$ cat config.mk
export PLATFORM = sky130hd
export DESIGN_NAME = invalidate_cpu_cache_controller
export DESIGN_NICKNAME = d
export VERILOG_FILES = /design/src/rtl/invalidate_cpu_cache_controller.sv
export SDC_FILE = /design/constraint.sdc
export NUM_CORES = 1
export LEC_CHECK = 0
export ABC_AREA = 1
export BUFFER_PORTS_ARGS = -buffer_cell sky130_fd_sc_hd__buf_2
export CAP_MARGIN = 20
export CORE_MARGIN = 1
export CORE_UTILIZATION = 40
export DETAILED_ROUTE_END_ITERATION = 6
export HOLD_SLACK_MARGIN = 0.02
export MAX_ROUTING_LAYER = met4
export PLACE_DENSITY = 0.8
export SETUP_SLACK_MARGIN = 0.05
export SYNTH_ARGS = -nofsm -noshare
export SYNTH_HDL_FRONTEND = slang
export SYNTH_SLANG_ARGS = --single-unit
export TNS_END_PERCENT = 50
$ cat constraint.sdc
create_clock -name clock -period 3.48 [get_ports clock]
set_clock_uncertainty 0.2 [all_clocks]
set_input_delay 0.348 -clock clock [delete_from_list [all_inputs] [get_ports clock]]
set_output_delay 0.348 -clock clock [all_outputs]
set_load 0.03 [all_outputs]
$ cat src/rtl/invalidate_cpu_cache_controller.sv
// CPU-side MSI write-invalidate controller: hit checks, victim write-back, line fill, upgrade invalidate.
// Latency: read hit / modified write hit complete one cycle after the request; misses add arbitration plus bus words.
// Backpressure: the CPU request is held until cpuFunctionComplete; bus progress is paced by busGrant/busFunctionComplete.
module invalidate_cpu_cache_controller #(
    parameter int TAG_WIDTH    = 8,
    parameter int INDEX_WIDTH  = 4,
    parameter int OFFSET_WIDTH = 2,
    parameter int DATA_WIDTH   = 16
) (
    input  logic                                            clock,
    input  logic                                            reset,
    input  logic [TAG_WIDTH+INDEX_WIDTH+OFFSET_WIDTH-1:0]   cpuAddress,
    input  logic                                            cpuRead,
    input  logic                                            cpuWrite,
    input  logic [DATA_WIDTH-1:0]                           cpuDataIn,
    output logic [DATA_WIDTH-1:0]                           cpuDataOut,
    output logic                                            cpuFunctionComplete,
    output logic [INDEX_WIDTH-1:0]                          cacheIndex,
    output logic [OFFSET_WIDTH-1:0]                         cacheOffset,
    output logic [TAG_WIDTH-1:0]                            cacheTag,
    output logic [DATA_WIDTH-1:0]                           cacheDataIn,
    output logic [1:0]                                      cacheStateIn,
    output logic [2:0]                                      cacheWrite,
    input  logic                                            cacheHit,
    input  logic [TAG_WIDTH-1:0]                            cacheTagOut,
    input  logic [DATA_WIDTH-1:0]                           cacheDataOut,
    input  logic [1:0]                                      cacheStateOut,
    output logic                                            accessEnable,
    output logic                                            busRequest,
    output logic [2:0]                                      busCommand,
    output logic [TAG_WIDTH+INDEX_WIDTH+OFFSET_WIDTH-1:0]   busAddress,
    output logic [DATA_WIDTH-1:0]                           busDataOut,
    input  logic                                            busGrant,
    input  logic [DATA_WIDTH-1:0]                           busDataIn,
    input  logic                                            busFunctionComplete
);

    localparam logic [1:0] ST_INVALID  = 2'b00;
    localparam logic [1:0] ST_SHARED   = 2'b01;
    localparam logic [1:0] ST_MODIFIED = 2'b10;

    localparam logic [2:0] CMD_NONE       = 3'd0;
    localparam logic [2:0] CMD_READ       = 3'd1;
    localparam logic [2:0] CMD_READ_EXCL  = 3'd2;
    localparam logic [2:0] CMD_INVALIDATE = 3'd3;
    localparam logic [2:0] CMD_WRITE_BACK = 3'd4;

    localparam logic [OFFSET_WIDTH-1:0] LAST_WORD = '1;

    typedef enum logic [2:0] {
        S_IDLE, S_ARBITRATE, S_WRITE_BACK, S_FILL, S_UPGRADE, S_DONE
    } state_t;

    state_t                  state_q;
    logic [OFFSET_WIDTH-1:0] cnt_q;
    logic                    op_wr_q;
    logic                    busRequest_q;
    logic [2:0]              busCommand_q;
    logic [DATA_WIDTH-1:0]   cpuDataOut_q;
    logic                    cpuFunctionComplete_q;
    logic                    accessEnable_q;

    logic [TAG_WIDTH-1:0]    cpu_tag;
    logic [INDEX_WIDTH-1:0]  cpu_idx;
    logic [OFFSET_WIDTH-1:0] cpu_off;
    logic                    req_any;
    logic                    req_wr;
    logic                    hit_shared;
    logic                    victim_dirty;
    logic                    last_word;
    logic [2:0]              fill_cmd;

    assign cpu_tag      = cpuAddress[TAG_WIDTH+INDEX_WIDTH+OFFSET_WIDTH-1 -: TAG_WIDTH];
    assign cpu_idx      = cpuAddress[OFFSET_WIDTH +: INDEX_WIDTH];
    assign cpu_off      = cpuAddress[OFFSET_WIDTH-1:0];
    // Read wins when both request lines are high.
    assign req_any      = cpuRead | cpuWrite;
    assign req_wr       = cpuWrite & ~cpuRead;
    assign hit_shared   = cacheHit && (cacheStateOut == ST_SHARED);
    // On a miss the cache unit presents the victim line, so its state tells us whether it is dirty.
    assign victim_dirty = !cacheHit && (cacheStateOut == ST_MODIFIED);
    assign last_word    = (cnt_q == LAST_WORD);
    assign fill_cmd     = op_wr_q ? CMD_READ_EXCL : CMD_READ;

    assign cpuDataOut          = cpuDataOut_q;
    assign cpuFunctionComplete = cpuFunctionComplete_q;
    assign accessEnable        = accessEnable_q;
    assign busRequest          = busRequest_q;
    assign busCommand          = busCommand_q;
    assign cacheIndex          = cpu_idx;
    assign cacheTag            = cpu_tag;
    assign cacheOffset         = (state_q == S_WRITE_BACK || state_q == S_FILL) ? cnt_q : cpu_off;
    assign busDataOut          = (state_q == S_WRITE_BACK) ? cacheDataOut : '0;

    // Bus address: victim tag during write-back, requested line during fill, CPU word for invalidate.
    always_comb begin
        busAddress = '0;
        case (state_q)
            S_WRITE_BACK: busAddress = {cacheTagOut, cpu_idx, cnt_q};
            S_FILL:       busAddress = {cpu_tag, cpu_idx, cnt_q};
            S_UPGRADE:    busAddress = cpuAddress;
            default:      busAddress = '0;
        endcase
    end

    // Cache-unit write strobes are issued in the same cycle as the hit or bus word that produces them.
    always_comb begin
        cacheWrite   = 3'b000;
        cacheDataIn  = '0;
        cacheStateIn = ST_INVALID;
        case (state_q)
            S_IDLE: begin
                if (req_wr && cacheHit && (cacheStateOut == ST_MODIFIED)) begin
                    cacheWrite  = 3'b010;
                    cacheDataIn = cpuDataIn;
                end
            end
            S_FILL: begin
                if (busFunctionComplete) begin
                    cacheWrite  = last_word ? 3'b111 : 3'b010;
                    cacheDataIn = busDataIn;
                    if (last_word) begin
                        cacheStateIn = op_wr_q ? ST_MODIFIED : ST_SHARED;
                    end
                end
            end
            S_UPGRADE: begin
                if (busFunctionComplete) begin
                    cacheWrite   = 3'b011;
                    cacheDataIn  = cpuDataIn;
                    cacheStateIn = ST_MODIFIED;
                end
            end
            default: ;
        endcase
        if (reset) begin
            cacheWrite   = 3'b000;
            cacheDataIn  = '0;
            cacheStateIn = ST_INVALID;
        end
    end

    // Control FSM with registered CPU-side and bus-side outputs.
    always_ff @(posedge clock or posedge reset) begin
        if (reset) begin
            state_q               <= S_IDLE;
            cnt_q                 <= '0;
            op_wr_q               <= 1'b0;
            busRequest_q          <= 1'b0;
            busCommand_q          <= CMD_NONE;
            cpuDataOut_q          <= '0;
            cpuFunctionComplete_q <= 1'b0;
            accessEnable_q        <= 1'b0;
        end else begin
            case (state_q)
                S_IDLE: begin
                    if (req_any) begin
                        if (cacheHit && (cpuRead || cacheStateOut == ST_MODIFIED)) begin
                            if (cpuRead) begin
                                cpuDataOut_q <= cacheDataOut;
                            end
                            cpuFunctionComplete_q <= 1'b1;
                            accessEnable_q        <= 1'b1;
                            state_q               <= S_DONE;
                        end else begin
                            busRequest_q <= 1'b1;
                            op_wr_q      <= req_wr;
                            state_q      <= S_ARBITRATE;
                        end
                    end
                end
                S_ARBITRATE: begin
                    // A snoop may have invalidated the line while waiting, so hit/state are re-checked here.
                    if (busGrant) begin
                        cnt_q <= '0;
                        if (op_wr_q && hit_shared) begin
                            busCommand_q <= CMD_INVALIDATE;
                            state_q      <= S_UPGRADE;
                        end else if (victim_dirty) begin
                            busCommand_q <= CMD_WRITE_BACK;
                            state_q      <= S_WRITE_BACK;
                        end else begin
                            busCommand_q <= fill_cmd;
                            state_q      <= S_FILL;
                        end
                    end
                end
                S_WRITE_BACK: begin
                    if (busFunctionComplete) begin
                        cnt_q <= cnt_q + 1'b1;
                        if (last_word) begin
                            busCommand_q <= fill_cmd;
                            state_q      <= S_FILL;
                        end
                    end
                end
                S_FILL: begin
                    // After the last word the access is replayed from IDLE, where it now hits.
                    if (busFunctionComplete) begin
                        cnt_q <= cnt_q + 1'b1;
                        if (last_word) begin
                            busRequest_q <= 1'b0;
                            busCommand_q <= CMD_NONE;
                            state_q      <= S_IDLE;
                        end
                    end
                end
                S_UPGRADE: begin
                    if (busFunctionComplete) begin
                        busRequest_q          <= 1'b0;
                        busCommand_q          <= CMD_NONE;
                        cpuFunctionComplete_q <= 1'b1;
                        accessEnable_q        <= 1'b1;
                        state_q               <= S_DONE;
                    end
                end
                S_DONE: begin
                    accessEnable_q <= 1'b0;
                    if (!req_any) begin
                        cpuFunctionComplete_q <= 1'b0;
                        state_q               <= S_IDLE;
                    end
                end
                default: state_q <= S_IDLE;
            endcase
        end
    end

endmodule
## Word-level counts from Yosys, hierarchy flattened

Index checks and enable logic that the tools add are counted.

- Mux-type cells: 55
- Reductions and logical operators: 23
- Eq/ne operators: 19
- Bitwise gates (word level): 4
- Add/subtract/negate cells: 1

Operators by type and width:

| cell | number |
|---|---|
| 2-to-1 mux 16 bit | 5 |
| 2-to-1 mux 3 bit | 19 |
| one-hot mux 16 bit (3 select lines) | 1 |
| one-hot mux 14 bit (3 select lines) | 1 |
| 2-to-1 mux 2 bit | 11 |
| != test 2 bit (second input constant) | 10 |
| one-hot mux 3 bit (6 select lines) | 1 |
| one-hot mux 3 bit (4 select lines) | 1 |
| 2-to-1 mux 1 bit | 10 |
| one-hot mux 1 bit (3 select lines) | 3 |
| one-hot mux 3 bit (3 select lines) | 1 |
| one-hot mux 2 bit (2 select lines) | 2 |
| AND reduction 4 bit | 2 |
| AND reduction 8 bit | 1 |
| AND reduction 7 bit | 1 |
| == test 3 x 2 -> 1 bit (second input constant) | 2 |
| == test 3 bit (second input constant) | 2 |
| logical AND 1 bit | 6 |
| AND reduction 3 bit | 2 |
| AND reduction 6 bit | 1 |
| nonzero test 3 bit | 2 |
| AND reduction 5 bit | 1 |
| == test 2 bit (second input constant) | 2 |
| nonzero test 4 bit | 1 |
| other kinds (12) | 14 |

- Output and inout port bits: 87
- Register bits: 28

## Longest topological paths before layout

- Depth after elaboration: 7
- Depth in mapped cells: 9

## Worst setup path after synthesis

OpenSTA, ideal clock, no wires.

- Kind: reg-to-output
- Start point: reg state_q[2]
- End point: out cacheStateIn[0]
- Arrival time: 1.654 ns
- Path buffers: 1
- Data required time: 2.932 ns
- Stages on the path, launching flop included: 7
- Slack: 1.278 ns
- Cell sequence: dfrtp_1 buf_6 inv_2 nand3_2 nor2_4 nand2_1 nor3_1

- Longest elaborated chain between the ends: 3
- Elaborated cells between the ends (all ways): 4
- Those cells by class: eq/ne (2); mux (2)

RTL lines:

| item | RTL line | RTL |
|---|---|---|
| start: declaration | 54 | `state_t state_q;` |
| start signal: assignment | 146 | `state_q <= S_IDLE;` |
| start signal: assignment | 164 | `state_q <= S_DONE;` |
| start signal: assignment | 168 | `state_q <= S_ARBITRATE;` |
| == test 3 bit / == test 3 x 2 -> 1 bit (equally long branches) | 111 | `case (state_q)` |
| one-hot mux 2 bit (2 select lines) (*) | 111 |  |
| 2-to-1 mux 2 bit (*) | 136 | `if (reset) begin` |
| end: declaration | 22 | `output logic [1:0] cacheStateIn,` |

Mark *: on every way between the ends. The rest lies on a longest branch, timed or not.

## Worst setup path in the final report

Ends and elaborated chain as after synthesis.

==> results by group <==
Synth
  – Gate Count Post-Synth: 342
  – Synth top area share: 31.4%
  – Number of enable flip-flop cells after synthesis: 0
  – Area leader, netlist: dfrtp_1
  – Yosys cell types: 29
  – Syn_area_per_cell: 6.53 µm²
  – Synth Flop Type: dfrtp_1
  – Post-synthesis adder-cell area fraction: 0.560%
  – Post-Synth Simple-Gate Area: 38.3%
  – Ys async rst share: 100%
  – YS warnings: 0
  – Top cells by area, synth: dfrtp_1, nand2_1, nor2_1
  – Yosys reg bits: 28
  – Post-Syn Area: 2230 µm²
  – Mux cell area share after synthesis: 0%
  – Sequential area share after synthesis: 31.4%
  – Synth Area in Compound Gates: 14.1%
  – XOR/XNOR share of the synthesized area: 0%
  – Mapped Nets: 422
  – Largest family of logic cells by synthesized area: simple AND/OR/NAND/NOR gates

Clocking
  – H-tree depth: 1
  – CTS tree: built
  – TritonCTS sink count: 28
  – Root buffer cell: clkbuf_8
  – Num CTS Buffers: 3
  – Hold Buf Count CTS: 0
  – Post_cts resized: 0
  – Post-CTS Repair Setup Buffers: 0
  – CTS clk-pin slew, worst paths: 0.09 ns
  – Clock Latency Late Sink: 0.27 ns
  – Clk buf depth: 2

Layout
  – Final Util: 58.0%
  – Layout cells sized above 1: 42.0%
  – Fillers: 524
  – Multi-input gate area: 1180 µm²
  – Flip-flop and latch area: 701 µm²
  – Layout area overhead: 35.9%
  – Antenna Cells: 0
  – Nets: 569
  – Commonest non-fill, non-tap cell in the layout: buf_2
  – Most frequent cells in the layout: buf_2, nand2_1, nor2_1

Drt
  – Initial drt markers: 120
  – DRC: 0
  – Via Count: 2624
  – Post-route ant nets: 0
  – Pre-antenna DRT Iters: 4
  – WL final: 6.26 mm
  – DR WL/cell: 11.2 µm
  – DR vias/cell: 4.70

Place
  – Post-detail-place hpwl: 5.16 mm
  – Port Buffer Count: 165
  – Gpl congestion: 0.868

Job
  – Max-cap violation count: 0

Floorplanning
  – Die W: 76.7 µm
  – Die area: 5890 µm²
  – Initial core utilization: 42.7%
  – Chip height: 76.7 µm
  – Core area: 5240 µm²
  – # rows: 26
  – Io pins: 166

Critical path
  – Max FO, Critical Path: 19
  – CP Capture Type: output pin
  – Critical-path cell list: inv_2, nand3_2, nor2_4, nand2_1, nor3_1, buf_2
  – Worst Path Required: 2.93 ns
  – Worst Path Class, Setup: flip-flop to output pin
  – Critical path startpoint category: flip-flop
  – Slowest cell on crit path: dfrtp_1
  – Slowest stage delay, CP: 0.56 ns
  – Worst EP arrival: 2.03 ns

Run status
  – Status: finished, final reports clean

Pwr
  – Pwr dens: 783 nW/µm²
  – Pleak: 1.87 nW
  – Max VDD drop: 0.280 mV

STA
  – Hold Slack: 0.126 ns
  – # setup viols final: 0
  – Final min period: 2.58 ns
  – Max-slew violations: 0
  – Fmax: 388 MHz
  – Unrepaired setup endpoints after global routing: no
  – Slew margin rel.: 61.8%
  – Slew of the pin with the lowest slew margin: 0.572 ns
  – Fin Setup TNS: 0 ns
  – Final period util: 74.0%
  – Fin. Hold Viols: 0

GRT
  – Antenna violations before repair: 0
  – Grt ovf: 0
  – Largest net degree at the start of global routing: 33
  – First-pass GRT wire length: 10.4 mm
  – Vias in the first global route: 2422
  – Gr usage total: 22.0%

Hold path
  – Class of the worst hold path: input port to asynchronous set/reset pin
-- path summary, 6_finish.rpt --
kind	startpoint	cells after the start	slack, ns	to
max in group asynchronous	reset	3	2.45	op_wr_q
min reg2reg	cpuFunctionComplete	2	0.28	cpuFunctionComplete
min	reset	2	0.13	cpuDataOut[7]
min in group clock	cacheDataOut[1]	3	0.13	cpuDataOut[1]
max reg2reg	state_q[0]	5	1.47	cpuDataOut[6]
max	state_q[2]	6	0.90	cacheStateIn[0]
-- per-stage QoR --
step	power [W]	instances	cell area (µm²)	setup slack, ns
floorplan	0.00180	342	2230	1.28
global placement	0.00217	553	2970	1.23
detailed placement	0.00219	553	2970	1.21
CTS	0.00240	557	3020	0.888
global route	0.00257	558	3040	0.722
finish	0.00238	558	3040	0.904
-- sequential cells by signal, summed over array words and instances, names as in the netlist --
register	cells
busRequest	1
cpuDataOut	16
cpuFunctionComplete	1
accessEnable	1
cnt_q	2
state_q	3
op_wr_q	1
busCommand	3
-- layer usage --
metal	GRT usage (%)	share of wire (%)	up-vias
met4	4.81	0.97	0
met5	-	0	-
li1	-	-	1348
met2	40.8	51	109
met1	25.1	42	1163
met3	2.38	6.9	4
-- where the power goes --
group | total, W | internal (W) | switching, W | leakage [nW]
registers | 0.000597 | 0.000472 | 0.000125 | 0.351
clock network | 0.000200 | 0.000101 | 0.0000985 | 0.0288
logic | 0.00158 | 0.000455 | 0.00113 | 1.49
total | 0.00238 | 0.00103 | 0.00135 | 1.87
-- worst max-delay path: cells and delay by family, from the launching register on --
| kind | cells | cell delay [ns] |
|---|---|---|
| AND/OR/NAND/NOR | 4 | 0.79 |
| buffers and inverters | 2 | 0.40 |
| flip-flops | 1 | 0.56 |
-- cell type report --
type | count | area share [%]
Tap cell | 70 | 2.88
Timing Repair Buffer | 166 | 27.7
Sequential cell | 28 | 23.1
Inverter | 44 | 5.60
Multi-Input combinational cell | 246 | 39.0
Clock buffer | 4 | 1.81
-- kinds of logic after synthesis --
kind of cell | count (synthesis)
buf+inv | 68
fa+ha+maj | 1
simple gates | 191
flops | 28
compound gates | 54
-- synthesized netlist by cell type, types with 2 or more instances --
cell      number
nor2_8         2
a21oi_2        9
inv_2          5
inv_1         36
o21ai_0       28
buf_4         13
nor2_1        38
dfrtp_1       28
nand2_4        3
nand2_2        6
o21ai_1        6
nand3_2        3
nand2_1      112
a21oi_1        9
nand4_1        4
inv_4          2
nand3_1       18
clkbuf_1       2
buf_2          3
nor2_2         2
buf_6          5
(Power assumes the default switching activity.)
